==> src/rtl/hlsm_param_dp_if.sv <==
// Handshake and data bundle for hlsm_param_dp.
// The requester drives start and the operands and observes the results and status.
interface hlsm_param_dp_if #(
    parameter int DATA_W = 16,
    parameter int Z_W    = 8,
    parameter int X_W    = 16
) ();

    logic              start;
    logic [DATA_W-1:0] a;
    logic [DATA_W-1:0] b;
    logic [DATA_W-1:0] c;
    logic [Z_W-1:0]    z;
    logic [X_W-1:0]    x;
    logic              done;
    logic              busy;

    // Requester side: issues operations, receives results.
    modport master (
        output start, a, b, c,
        input  z, x, done, busy
    );

    // Datapath side: accepts operations, returns results.
    modport slave (
        input  start, a, b, c,
        output z, x, done, busy
    );

endinterface

==> src/rtl/hlsm_param_dp.sv <==
// hlsm_param_dp: scheduled multi-cycle datapath.
// Captures a, b, c on an accepted start, then computes
//   d = a + b, e = a + c, f = a * c, z = max(d, e), x = f - d
// over the sequence IDLE -> ADD -> MUL -> OUT -> DONE. A start seen in DONE
// chains straight into the next ADD, so a held start gives one result per
// 3 + MUL_CYCLES cycles. SIGNED selects two's-complement arithmetic/compare.
module hlsm_param_dp #(
    parameter int DATA_W     = 16,
    parameter int Z_W        = 8,
    parameter int X_W        = 16,
    parameter int SIGNED     = 0,
    parameter int MUL_CYCLES = 1
) (
    input  logic           clk,
    input  logic           rst,
    hlsm_param_dp_if.slave bus
);

    localparam int P_W   = 2 * DATA_W;
    localparam int CNT_W = (MUL_CYCLES > 1) ? $clog2(MUL_CYCLES) : 1;

    typedef enum logic [2:0] {
        S_IDLE = 3'd0,
        S_ADD  = 3'd1,
        S_MUL  = 3'd2,
        S_OUT  = 3'd3,
        S_DONE = 3'd4
    } state_t;

    state_t            state_q;
    state_t            state_d;
    logic              accept;
    logic              mul_last;
    logic [CNT_W-1:0]  cnt_q;

    // Stage registers: p0 = captured operands, p1 = sums, p2 = product.
    logic [DATA_W-1:0] a_p0;
    logic [DATA_W-1:0] b_p0;
    logic [DATA_W-1:0] c_p0;
    logic [DATA_W-1:0] d_p1;
    logic [DATA_W-1:0] e_p1;
    logic [P_W-1:0]    f_p2;

    logic [Z_W-1:0]    z_q;
    logic [X_W-1:0]    x_q;
    logic              done_q;
    logic              busy_q;

    // Widen a DATA_W value to product width, sign- or zero-filled by mode.
    function automatic logic [P_W-1:0] ext_w(input logic [DATA_W-1:0] v);
        if (SIGNED != 0) begin
            return {{DATA_W{v[DATA_W-1]}}, v};
        end
        return {{DATA_W{1'b0}}, v};
    endfunction

    // Full-width product; multiplying the extended operands modulo 2^P_W
    // yields the correct two's-complement product in signed mode.
    function automatic logic [P_W-1:0] mul_full(input logic [DATA_W-1:0] p,
                                                input logic [DATA_W-1:0] q);
        logic signed [P_W-1:0] px;
        logic signed [P_W-1:0] qx;
        px = $signed(ext_w(p));
        qx = $signed(ext_w(q));
        return px * qx;
    endfunction

    // Magnitude compare p > q in the selected number system.
    function automatic logic gt(input logic [DATA_W-1:0] p,
                                input logic [DATA_W-1:0] q);
        logic signed [DATA_W-1:0] ps;
        logic signed [DATA_W-1:0] qs;
        ps = $signed(p);
        qs = $signed(q);
        if (SIGNED != 0) begin
            return ps > qs;
        end
        return p > q;
    endfunction

    // Result narrowing: plain truncation to the low bits (wrap, no saturation).
    function automatic logic [Z_W-1:0] trunc_z(input logic [DATA_W-1:0] v);
        return v[Z_W-1:0];
    endfunction

    function automatic logic [X_W-1:0] trunc_x(input logic [P_W-1:0] v);
        return v[X_W-1:0];
    endfunction

    // Next-state decode; start is only honoured in IDLE and DONE.
    always_comb begin
        state_d  = state_q;
        accept   = 1'b0;
        mul_last = (cnt_q == '0);
        case (state_q)
            S_IDLE: begin
                if (bus.start) begin
                    accept  = 1'b1;
                    state_d = S_ADD;
                end
            end
            S_ADD: begin
                state_d = S_MUL;
            end
            S_MUL: begin
                if (mul_last) begin
                    state_d = S_OUT;
                end
            end
            S_OUT: begin
                state_d = S_DONE;
            end
            S_DONE: begin
                if (bus.start) begin
                    accept  = 1'b1;
                    state_d = S_ADD;
                end else begin
                    state_d = S_IDLE;
                end
            end
            default: begin
                state_d = S_IDLE;
            end
        endcase
    end

    // State register and registered status flags decoded from the next state.
    always_ff @(posedge clk or negedge rst) begin
        if (!rst) begin
            state_q <= S_IDLE;
            done_q  <= 1'b0;
            busy_q  <= 1'b0;
        end else begin
            state_q <= state_d;
            done_q  <= (state_d == S_DONE);
            busy_q  <= (state_d == S_ADD) || (state_d == S_MUL) || (state_d == S_OUT);
        end
    end

    // Multiply-latency counter: loaded in ADD, counts down through MUL.
    always_ff @(posedge clk or negedge rst) begin
        if (!rst) begin
            cnt_q <= '0;
        end else if (state_q == S_ADD) begin
            cnt_q <= CNT_W'(MUL_CYCLES - 1);
        end else if (state_q == S_MUL && !mul_last) begin
            cnt_q <= cnt_q - 1'b1;
        end
    end

    // Scheduled datapath: capture, add, multiply, then form z and x.
    always_ff @(posedge clk or negedge rst) begin
        if (!rst) begin
            a_p0 <= '0;
            b_p0 <= '0;
            c_p0 <= '0;
            d_p1 <= '0;
            e_p1 <= '0;
            f_p2 <= '0;
            z_q  <= '0;
            x_q  <= '0;
        end else begin
            if (accept) begin
                a_p0 <= bus.a;
                b_p0 <= bus.b;
                c_p0 <= bus.c;
            end
            if (state_q == S_ADD) begin
                d_p1 <= a_p0 + b_p0;
                e_p1 <= a_p0 + c_p0;
            end
            if (state_q == S_MUL && mul_last) begin
                f_p2 <= mul_full(a_p0, c_p0);
            end
            if (state_q == S_OUT) begin
                z_q <= trunc_z(gt(d_p1, e_p1) ? d_p1 : e_p1);
                x_q <= trunc_x(f_p2 - ext_w(d_p1));
            end
        end
    end

    assign bus.z    = z_q;
    assign bus.x    = x_q;
    assign bus.done = done_q;
    assign bus.busy = busy_q;

endmodule

==> src/flat_wrapper.sv <==
// flat-port wrapper written by rule: the top's interface ports become plain ports
module hlsm_param_dp_flat 
#(
    parameter int DATA_W     = 16,
    parameter int Z_W        = 8,
    parameter int X_W        = 16,
    parameter int SIGNED     = 0,
    parameter int MUL_CYCLES = 1
)
  (clk, rst, bus_start, bus_a, bus_b, bus_c, bus_z, bus_x, bus_done, bus_busy);
  hlsm_param_dp_if #(.DATA_W(DATA_W), .Z_W(Z_W), .X_W(X_W)) bus_i ();
  input  logic clk;
  input  logic rst;
  input wire logic [$bits(bus_i.start)-1:0] bus_start;
  input wire logic [$bits(bus_i.a)-1:0] bus_a;
  input wire logic [$bits(bus_i.b)-1:0] bus_b;
  input wire logic [$bits(bus_i.c)-1:0] bus_c;
  output wire logic [$bits(bus_i.z)-1:0] bus_z;
  output wire logic [$bits(bus_i.x)-1:0] bus_x;
  output wire logic [$bits(bus_i.done)-1:0] bus_done;
  output wire logic [$bits(bus_i.busy)-1:0] bus_busy;
  assign bus_i.start = bus_start;
  assign bus_i.a = bus_a;
  assign bus_i.b = bus_b;
  assign bus_i.c = bus_c;
  assign bus_z = bus_i.z;
  assign bus_x = bus_i.x;
  assign bus_done = bus_i.done;
  assign bus_busy = bus_i.busy;
  hlsm_param_dp #(.DATA_W(DATA_W), .Z_W(Z_W), .X_W(X_W), .SIGNED(SIGNED), .MUL_CYCLES(MUL_CYCLES)) u_core (.clk(clk), .rst(rst), .bus(bus_i));
endmodule
==> config.mk <==
export PLATFORM = sky130hd
export DESIGN_NAME = hlsm_param_dp_flat
export DESIGN_NICKNAME = d
export VERILOG_FILES = /design/src/rtl/hlsm_param_dp_if.sv /design/src/rtl/hlsm_param_dp.sv /design/src/flat_wrapper.sv
export SDC_FILE = /design/constraint.sdc
export NUM_CORES = 1
export LEC_CHECK = 0
export ABC_AREA = 1
export BUFFER_PORTS_ARGS = -buffer_cell sky130_fd_sc_hd__buf_2
export CAP_MARGIN = 25
export CORE_MARGIN = 1.5
export CORE_UTILIZATION = 40
export CTS_BUF_LIST = sky130_fd_sc_hd__clkbuf_2
export DETAILED_ROUTE_END_ITERATION = 8
export PLACE_DENSITY_LB_ADDON = 0.08
export SETUP_SLACK_MARGIN = 0.2
export SLEW_MARGIN = 20
export SYNTH_ARGS = -nofsm -noshare
export SYNTH_HDL_FRONTEND = slang
export SYNTH_SLANG_ARGS = --single-unit
==> constraint.sdc <==
create_clock -name clk -period 10.28 [get_ports clk]
set_clock_uncertainty 0.15 [all_clocks]
set_input_delay 2.056 -clock clk [delete_from_list [all_inputs] [get_ports clk]]
set_output_delay 2.056 -clock clk [all_outputs]
set_load 0.02 [all_outputs]
==> results.yml, run 1 <==
status:
  run_status: "finished clean"
grt:
  grt_antenna_before_repair: 1
  groute.usage.overall_pct: 21.6
  grt_max_degree: 73
  grt_pass1_vias: 8794
  globalRouteOverflowTotal: 0
  grt_first_pass_wirelength_microns: 48400
synth:
  synth_sequential_area_ratio_pct: 27.6
  synth_warnings: 0
  synth_cells: 1426
  synth.net_count: 1671
  ys_types: 47
  syn_area_cell_sq_um: 8.02
  synth-seq-cells: 126
  syn-cell-area_sq_mm: 0.0114
timing:
  tightest_slew_ns: 0.907
  slew_viol_final: 0
  hold-worst-slack_ns: 0.356
  setup_viol_count_final: 0
  layout_worst_path_cycle_share_pct: 55.9
  fmax_mhz: 174
  tns_ns: 0
  timing_hold_violations_final: 0
  grt_setup_unrepaired: "no"
  final_period_minus_worst_setup_slack_ns: 5.75
  slew_headroom_pct: 39.5
  timing.final.ws_setup_ns: 4.53
setup_path:
  ff_to_ff_start: "u_core.a_p0[5]"
  critPathBufInv: 5
  worstPathCellList: "ha_1 > xnor2_1 > ha_1 > a31o_2 > inv_1 > fa_1 > fa_1 > fa_1 > inv_1 > fa_1 > inv_1 > fa_1 > inv_1 > ha_1 > a21oi_1 > o21a_1 > nand3_1 > nand2_1 > inv_1 > o21ai_0 > nand2_1 > nand2_1 > a31oi_1"
  cp-end-kind: "flop"
  startpoint_type: "flop"
  path_max_fanout: 14
  worstPathArrival_ns: 6.17
  cp_slowest_cell: "sky130_fd_sc_hd__dfrtp_1"
  timing.critical_path.max_delay_family: "adder cells"
  critical_path_startpoint: "u_core.a_p0[5]"
  critical_path.max_stage_delay_ns: 0.76
  timing.critical_path.required_ns: 10.70
  timing.setup.critical_path_class: "reg2reg"
routing:
  drt_iter0_drc: 621
  vias_per_cell: 4.79
  route.detailed.drc: 0
  detail_route.wirelength_microns: 30100
  vias: 8974
  avgRoutedWirePerCell_microns: 16.1
  final_antenna_net_count: 0
  drt-pass1-iter-count: 7
run:
  timing.max_cap.violations: 0
placement:
  place.port_buffers: 76
  estimated_wirelength_of_the_detail_placed_design_microns: 23200
  dp_slack_ns: 4.61
  routabilityCongestion: 0.881
cts:
  holdBufCountCts: 0
  ctsRootBufferMaster: "sky130_fd_sc_hd__clkbuf_2"
  number_of_gates_given_a_new_drive_strength_after_cts: 0
  post_cts_buffers: 0
  cts-buffers-inserted: 17
  htreeDepth: 4
  tritoncts_sink_count: 126
  clock_latency_ns: 0.73
  tritoncts: "built"
  worst_setup_hold_path_clk_slew_ns: 0.27
  ctsLongestPathBuffers: 2
die:
  die-area_sq_mm: 0.0296
  start_util_pct: 40.9
  std_cell_rows: 61
  io_pins: 77
  area_of_the_core_sq_mm: 0.0279
  die_x_microns: 172
  fp.dieH_microns: 172
worst_hold_path:
  holdCritPathClass: "reg2reg"
  min-delay-start: "u_core.bus.x[9]"
layout:
  final_util_pct: 44.6
  nFillCells: 2925
  area_growth_syn_to_layout_pct: 8.84
  fraction_of_final_layout_cells_sized_beyond_drive_strength_1_pct: 12.9
  final_nets: 1729
==> stage by stage <==
stage	area, sq um	cells
floorplan	11400	1426
global placement	12200	1843
detailed placement	12200	1843
CTS	12400	1874
global route	12400	1875
finish	12400	1875
==> cell families after synthesis <==
logic type	after synthesis	share of synthesized area, %
AND/OR/NAND/NOR	540	19.8
AO/OA/AOI/OAI	157	7.92
flip-flops	126	27.6
adder cells (fa/ha/maj)	194	26.6
multiplexers	45	4.43
buffers and inverters	331	11.2
XOR/XNOR	33	2.53
==> flip-flops by register name (all words and copies together), names as in the netlist, 3 cells and up <==
name	cells
u_core.state_q	3
u_core.c_p0	16
u_core.f_p2	16
u_core.b_p0	16
u_core.bus.x	16
u_core.d_p1	16
u_core.bus.z	8
u_core.a_p0	16
u_core.e_p1	16
==> cell usage after synthesis (all sizes together) <==
cell | number | share of area (%)
o21a | 6 | 0.39
nor3 | 6 | 0.40
nand3 | 63 | 2.8
nor2 | 37 | 1.2
a211oi | 1 | 0.066
xnor2 | 18 | 1.4
a31oi | 3 | 0.16
nand2 | 400 | 13
nand4 | 7 | 0.38
buf | 19 | 0.94
fa | 82 | 14
dfrtp | 126 | 28
mux2 | 45 | 4.4
a21oi | 60 | 2.7
nand3b | 10 | 0.66
o21bai | 2 | 0.13
a21boi | 4 | 0.33
xor2 | 15 | 1.1
or2 | 17 | 0.93
a21o | 1 | 0.066
ha | 112 | 12
clkbuf | 24 | 0.80
o22ai | 6 | 0.33
o31ai | 3 | 0.20
clkinv | 1 | 0.033
o31a | 1 | 0.077
a31o | 1 | 0.077
o21ai | 67 | 3.2
inv | 287 | 9.4
o2111ai | 2 | 0.21
==> tightest hold or removal path: stages, from the launching register on <==
cell and delay (ns):
sky130_fd_sc_hd__dfrtp_1 0.39, sky130_fd_sc_hd__nand2_1 0.05, sky130_fd_sc_hd__nand2_1 0.05
==> placed cells by master, fill, tap and decap left out, drive strengths merged <==
master | synthesis | layout
a211oi | 1 | 1
a21boi | 4 | 4
a21o | 1 | 1
a21oi | 60 | 60
a31o | 1 | 1
a31oi | 3 | 3
buf | 19 | 82
bufinv | 0 | 4
clkbuf | 24 | 17
clkinv | 1 | 5
clkinvlp | 0 | 1
dfrtp | 126 | 126
diode | 0 | 1
fa | 82 | 82
ha | 112 | 112
inv | 287 | 292
mux2 | 45 | 45
nand2 | 400 | 400
nand3 | 63 | 63
nand3b | 10 | 10
nand4 | 7 | 7
nor2 | 37 | 37
nor3 | 6 | 6
o2111ai | 2 | 2
o21a | 6 | 6
o21ai | 67 | 67
o21bai | 2 | 2
o22ai | 6 | 6
o31a | 1 | 1
o31ai | 3 | 3
or2 | 17 | 17
xnor2 | 18 | 18
xor2 | 15 | 15
==> final timing paths <==
| path | slack [ns] | cells past startpoint | to |
|---|---|---|---|
| min reg2reg | 0.36 | 2 | u_core.bus.x[9] |
| min | 0.36 | 2 | u_core.bus.x[9] |
| max | 4.53 | 23 | u_core.f_p2[14] |
| min in group asynchronous | 1.17 | 1 | u_core.bus.x[13] |
| max in group asynchronous | 7.51 | 2 | u_core.d_p1[3] |
| max reg2reg | 4.53 | 23 | u_core.f_p2[14] |
==> area by class of cell <==
type,instances,area [sq um],share of cell area (%)
antenna,1,2.50,0.0201
clock buffer,17,85.1,0.683
clock inverter,14,208,1.67
inverter,288,1080,8.68
multi-input combinational,969,7010,56.3
sequential,126,3150,25.3
tap,378,473,3.80
timing repair buffer,82,432,3.47
==> per-layer routing <==
| layer | part of all wire, % | vias to the layer above | GRT usage [%] | wire (microns) |
|---|---|---|---|---|
| met5 | 0 | - | 0 | 0 |
| met3 | 4.0 | 14 | 3.36 | 1210 |
| met2 | 44 | 168 | 33.6 | 13400 |
| met4 | 0.98 | 0 | 3.93 | 296 |
| met1 | 51 | 4245 | 31.9 | 15200 |
| li1 | - | 4547 | - | - |
Power of run 1 is not shown: default switching activity piles up to over one toggle a cycle in this logic, so the estimate is an artifact.
==> inputs of run 2 (changes only) <==
clock period = 4.8 ns   (was 10.28 ns; I/O delays follow)
==> run 2 against run 1 <==
Against the previous run:
- the flow now finishes with violations (negative setup slack)
- core utilization up 4.6 points
- flip-flop and latch count did not move
- fmax grew 14%
- final cell count grew 6.0%
- non-clock buffer count is 111 higher
- register-to-register slack worse by 4.8 ns
- routed wire length rose by 6.1%
- hold slack got worse by 0.21 ns
- setup slack got worse by 4.8 ns
- final area is 10% higher
- clock-buffer cell count up 1
==> results.yml, run 2 (synthesis gave the netlist of run 1 again) <==
status:
  run_status: "complete, but fails checks"
  failed_checks: "negative setup slack"
setup_path:
  critical_path.max_stage_delay_ns: 0.53
  timing.setup.critical_path_class: "reg2reg"
  cp_common_cell: "sky130_fd_sc_hd__fa_1"
  worstPathArrival_ns: 5.59
  startpoint_type: "flop"
  crit-reg2reg-capture: "u_core.f_p2[15]"
  timing.critical_path.max_delay_family: "adder cells"
  timing.critical_path.required_ns: 5.33
  cp-end-kind: "flop"
  worstPathCellList: "buf_12 > nand2_1 > inv_1 > fa_1 > inv_1 > fa_1 > fa_1 > inv_1 > fa_1 > fa_1 > inv_1 > fa_1 > inv_2 > ha_4 > a21oi_1 > o31a_1 > nand3_2 > inv_1 > nand3_2 > nand3_1 > nand2_1"
  ff_to_ff_start: "u_core.c_p0[4]"
  critical_path_cell_count: 21
  rrSetupSlack_ns: -0.25
  critPathBufInv: 7
  path_max_fanout: 5
  ff2ff_path_depth: 21
  cp_slowest_cell: "sky130_fd_sc_hd__fa_1"
layout:
  most_common_cell_after_layout_fill_and_taps_aside: "sky130_fd_sc_hd__nand2_1"
  final_nets: 1840
  area_growth_syn_to_layout_pct: 20.2
  nFillCells: 2819
  mostFrequentLayoutCells: "sky130_fd_sc_hd__nand2_1 (383), sky130_fd_sc_hd__inv_1 (266), sky130_fd_sc_hd__dfrtp_1 (113), sky130_fd_sc_hd__buf_4 (102), sky130_fd_sc_hd__ha_1 (95)"
  fraction_of_final_layout_cells_sized_beyond_drive_strength_1_pct: 23.9
cts:
  htreeDepth: 4
  ctsLongestPathBuffers: 2
  tritoncts: "built"
  holdBufCountCts: 0
  ctsRootBufferMaster: "sky130_fd_sc_hd__clkbuf_2"
  cts-buffers-inserted: 17
  tritoncts_sink_count: 126
  worst_setup_hold_path_clk_slew_ns: 0.23
  clock_latency_ns: 0.72
grt:
  grt_max_degree: 68
  grt_pass1_vias: 9380
  grt_antenna_before_repair: 1
  globalRouteOverflowTotal: 0
  grt_first_pass_wirelength_microns: 50700
  groute.usage.overall_pct: 22.8
routing:
  drt_iter0_drc: 560
  avgRoutedWirePerCell_microns: 16.1
  final_antenna_net_count: 0
  route.detailed.drc: 0
  drt-pass1-iter-count: 5
  vias: 9342
  vias_per_cell: 4.70
  detail_route.wirelength_microns: 32000
timing:
  timing.final.ws_setup_ns: -0.252
  final_period_minus_worst_setup_slack_ns: 5.05
  setup_viol_count_final: 6
  layout_worst_path_cycle_share_pct: 105
  slew_headroom_pct: 30.3
  slew_viol_final: 0
  grt_setup_unrepaired: "yes"
  timing_hold_violations_final: 0
  tightest_slew_ns: 1.04
  hold-worst-slack_ns: 0.143
  fmax_mhz: 198
run:
  timing.max_cap.violations: 0
die:
  area_of_the_core_sq_mm: 0.0279
  io_pins: 77
  die-area_sq_mm: 0.0296
  std_cell_rows: 61
  start_util_pct: 40.9
  die_x_microns: 172
  fp.dieH_microns: 172
worst_hold_path:
  holdCritPathClass: "in2async"
placement:
  estimated_wirelength_of_the_detail_placed_design_microns: 25800
  place.port_buffers: 76
  routabilityCongestion: 0.873
run 2: cell count changes in the layout (fill, tap and decap cells not counted), moves of 8 or more:
| cell | before | now |
|---|---|---|
| sky130_fd_sc_hd__inv_1 | 285 | 266 |
| sky130_fd_sc_hd__ha_1 | 112 | 95 |
| sky130_fd_sc_hd__nand2_1 | 391 | 383 |
| sky130_fd_sc_hd__dfrtp_2 | 0 | 13 |
| sky130_fd_sc_hd__buf_4 | 6 | 102 |
| sky130_fd_sc_hd__dfrtp_1 | 126 | 113 |
| sky130_fd_sc_hd__inv_2 | 2 | 21 |
| sky130_fd_sc_hd__ha_4 | 0 | 13 |
run 2: worst register-to-register path: stages, from the launching register on:
cell	delay [ns]
sky130_fd_sc_hd__dfrtp_2	0.50
sky130_fd_sc_hd__buf_12	0.15
sky130_fd_sc_hd__nand2_1	0.05
sky130_fd_sc_hd__inv_1	0.05
sky130_fd_sc_hd__fa_1	0.53
sky130_fd_sc_hd__inv_1	0.05
sky130_fd_sc_hd__fa_1	0.46
sky130_fd_sc_hd__fa_1	0.51
sky130_fd_sc_hd__inv_1	0.05
sky130_fd_sc_hd__fa_1	0.46
sky130_fd_sc_hd__fa_1	0.49
sky130_fd_sc_hd__inv_1	0.05
sky130_fd_sc_hd__fa_1	0.49
sky130_fd_sc_hd__inv_2	0.05
sky130_fd_sc_hd__ha_4	0.27
sky130_fd_sc_hd__a21oi_1	0.08
sky130_fd_sc_hd__o31a_1	0.31
sky130_fd_sc_hd__nand3_2	0.09
sky130_fd_sc_hd__inv_1	0.05
sky130_fd_sc_hd__nand3_2	0.06
sky130_fd_sc_hd__nand3_1	0.07
sky130_fd_sc_hd__nand2_1	0.09
run 2: per-stage QoR:
stage                     util (%)  instances  TNS, ns  setup WS [ns]  area [sq um]
after detailed placement      46.4       1935    -2.10         -0.386         13000
after CTS                     48.7       1982    -1.16         -0.283         13600
final                         49.2       1987   -0.847         -0.252         13700
after global placement        46.4       1935    -1.60         -0.352         13000
after global routing          49.2       1987    -2.12         -0.475         13700
after floorplan                  -       1426   -0.361         -0.194         11600
run 2: repair_timing:
item | CTS | global route
gates resized for setup | 58 | 35
setup endpoints to repair | 9 | 9
gates cloned | 1 | 0
pin swaps | 37 | 21
buffers inserted | 14 | 4
run 2: cell type report:
class	instances	area (sq um)	area share, %
clock buffer	18	90.1	0.655
inverter	288	1080	7.86
sequential	126	3170	23.1
clock inverter	14	206	1.50
antenna	1	2.50	0.0182
timing repair buffer	193	1360	9.88
tap	378	473	3.44
multi-input combinational	969	7370	53.6
run 2: metal layers:
layer / wire, microns / global-route usage, %
met1: 15600 / 31.8
met3: 900 / 2.61
met5: 0 / 0
met4: 782 / 6.81
met2: 14700 / 37.2
run 2: worst max-delay path by stage:
stage,startpoint,end,slack (ns)
4_1_cts,u_core.a_p0[7],u_core.f_p2[14],-0.28
3_5_place_dp,u_core.c_p0[1],u_core.f_p2[15],-0.39
3_3_place_gp,u_core.c_p0[6],u_core.f_p2[15],-0.35
5_1_grt,u_core.a_p0[7],u_core.f_p2[15],-0.47
2_1_floorplan,u_core.c_p0[4],u_core.f_p2[14],-0.19
6_report,u_core.c_p0[4],u_core.f_p2[15],-0.25
Power of run 2 is left out for the same reason.
==> inputs of run 3 (changes only) <==
SETUP_SLACK_MARGIN = not set   (was 0.2)
==> run 3 against run 2 <==
Against the previous run:
- setup slack lost 0.043 ns
- flip-flop and latch count stayed put
- clock-buffer cell count stayed put
- final area rose by 0.41%
- routed wire length decreased by 0.22%
- critical path depth grew 1
- critical path type unchanged
- core utilization grew 0.20 points
- final cell count up 0.50%
- via count up 0.79%
- the run still ends with negative setup slack left
- non-clock buffer count up 9
- die area is the same
- register-to-register slack lost 0.04 ns
==> results.yml, run 3 (synthesis gave the netlist of run 1 again) <==
die:
  area_of_the_core_sq_mm: 0.0279
  die_x_microns: 172
  die-area_sq_mm: 0.0296
  std_cell_rows: 61
  start_util_pct: 40.9
  fp.dieH_microns: 172
  io_pins: 77
setup_path:
  timing.critical_path.required_ns: 5.33
  cp-end-kind: "flop"
  critical_path_startpoint: "u_core.c_p0[5]"
  startpoint_type: "flop"
  path_max_fanout: 6
  crit-reg2reg-capture: "u_core.f_p2[15]"
  ff_to_ff_start: "u_core.c_p0[5]"
  timing.critical_path.to: "u_core.f_p2[15]"
  timing.setup.critical_path_class: "reg2reg"
  ff2ff_path_depth: 22
  rrSetupSlack_ns: -0.30
  worstPathArrival_ns: 5.62
routing:
  route.detailed.drc: 0
  drt_iter0_drc: 547
  detail_route.wirelength_microns: 31900
  avgRoutedWirePerCell_microns: 16.0
  vias_per_cell: 4.72
  final_antenna_net_count: 0
  drt-pass1-iter-count: 5
  vias: 9416
timing:
  final_period_minus_worst_setup_slack_ns: 5.10
  slew_headroom_pct: 40.1
  grt_setup_unrepaired: "yes"
  slew_viol_final: 0
  tightest_slew_ns: 0.897
  setup_viol_count_final: 6
  fmax_mhz: 196
  timing_hold_violations_final: 0
  timing.final.ws_setup_ns: -0.295
  layout_worst_path_cycle_share_pct: 106
  hold-worst-slack_ns: 0.147
run:
  timing.max_cap.violations: 0
status:
  failed_checks: "negative setup slack"
  run_status: "complete, but fails checks"
placement:
  estimated_wirelength_of_the_detail_placed_design_microns: 25600
  dpl.cell_count: 1939
  routabilityCongestion: 0.876
  place.port_buffers: 76
grt:
  grt_max_degree: 127
  globalRouteOverflowTotal: 0
  grt_first_pass_wirelength_microns: 50200
  grt_antenna_before_repair: 1
  groute.usage.overall_pct: 22.4
  grt_pass1_vias: 9284
worst_hold_path:
  holdCritPathClass: "in2async"
cts:
  tritoncts_sink_count: 126
  worst_setup_hold_path_clk_slew_ns: 0.23
  holdBufCountCts: 0
  tritoncts: "built"
  ctsRootBufferMaster: "sky130_fd_sc_hd__clkbuf_2"
  cts-buffers-inserted: 17
  htreeDepth: 4
  clock_latency_ns: 0.71
  ctsLongestPathBuffers: 2
layout:
  area_growth_syn_to_layout_pct: 20.7
  mostFrequentLayoutCells: "sky130_fd_sc_hd__nand2_1 (380), sky130_fd_sc_hd__inv_1 (268), sky130_fd_sc_hd__dfrtp_1 (114), sky130_fd_sc_hd__buf_4 (108), sky130_fd_sc_hd__ha_1 (93)"
  fraction_of_final_layout_cells_sized_beyond_drive_strength_1_pct: 24.3
  final_nets: 1849
  most_common_cell_after_layout_fill_and_taps_aside: "sky130_fd_sc_hd__nand2_1"
  post_layout_nonfiller_instances: 1997
==> run 3: changes by cell type in the layout (fill, tap and decap cells not counted), moves of 3 or more <==
cell                      previous run  this run
sky130_fd_sc_hd__buf_6               8        14
sky130_fd_sc_hd__o21ai_0            31        34
sky130_fd_sc_hd__nand2_1           383       380
sky130_fd_sc_hd__buf_4             102       108
sky130_fd_sc_hd__o21ai_1            28        25
sky130_fd_sc_hd__nand2_2            15        18
==> run 3: per-layer routing <==
metal	up-vias	global-route usage (%)	wire (microns)
met4	0	4.57	501
met3	24	2.52	806
li1	4783	-	-
met1	4454	31.8	15800
met2	155	37.0	14800
met5	-	0	0
==> run 3: cell type report <==
cell class | instances | area (sq um)
Inverter | 288 | 1080
Antenna cell | 2 | 5.00
Clock inverter | 14 | 204
Sequential cell | 126 | 3170
Multi-Input combinational cell | 969 | 7350
Tap cell | 378 | 473
Timing Repair Buffer | 202 | 1430
Clock buffer | 18 | 90.1
Fill cell | 2814 | 14100
==> run 3: worst min-delay path by stage <==
stage | startpoint | end | slack, ns | cells after the start
floorplan | u_core.f_p2[2] | u_core.f_p2[2] | 0.30 | 2
global placement | u_core.bus.x[12] | u_core.bus.x[12] | 0.31 | 2
detailed placement | u_core.bus.x[9] | u_core.bus.x[9] | 0.31 | 2
CTS | rst | u_core.bus.x[13] | 0.14 | 2
global route | rst | u_core.bus.x[15] | 0.13 | 2
finish | rst | u_core.bus.x[13] | 0.15 | 2
==> run 3: through the flow <==
stage                     TNS, ns  instance area (sq um)  setup WS [ns]  util [%]
after global placement      -2.07                  13000         -0.439      46.4
after detailed placement    -2.15                  13000         -0.484      46.4
after CTS                   -1.35                  13500         -0.332      48.4
final                      -0.962                  13800         -0.295      49.4
after global routing        -2.48                  13800         -0.541      49.4
after floorplan            -0.361                  11500         -0.194         -
==> run 3: repair_timing <==
item                                    4_1_cts  5_1_grt
resized for setup                            43       53
buffers inserted                             17        6
pin swaps                                    11       29
endpoints found under the setup margin        8        8
==> run 3: worst max-delay path, stage by stage, from the launching register on <==
cell and delay (ns):
sky130_fd_sc_hd__dfrtp_2 0.50, sky130_fd_sc_hd__buf_6 0.15, sky130_fd_sc_hd__nand2_1 0.07, sky130_fd_sc_hd__inv_1 0.06
sky130_fd_sc_hd__fa_1 0.52, sky130_fd_sc_hd__inv_1 0.06, sky130_fd_sc_hd__fa_1 0.48, sky130_fd_sc_hd__fa_1 0.51
sky130_fd_sc_hd__inv_1 0.05, sky130_fd_sc_hd__fa_1 0.45, sky130_fd_sc_hd__fa_1 0.50, sky130_fd_sc_hd__inv_1 0.05
sky130_fd_sc_hd__fa_1 0.47, sky130_fd_sc_hd__inv_1 0.06, sky130_fd_sc_hd__ha_4 0.28, sky130_fd_sc_hd__nand2_2 0.07
sky130_fd_sc_hd__nor3_4 0.19, sky130_fd_sc_hd__nand3_1 0.09, sky130_fd_sc_hd__nand3_1 0.09, sky130_fd_sc_hd__inv_1 0.05
sky130_fd_sc_hd__nand3_1 0.07, sky130_fd_sc_hd__nand3_1 0.08, sky130_fd_sc_hd__nand2_1 0.07
Power of run 3 is left out for the same reason.
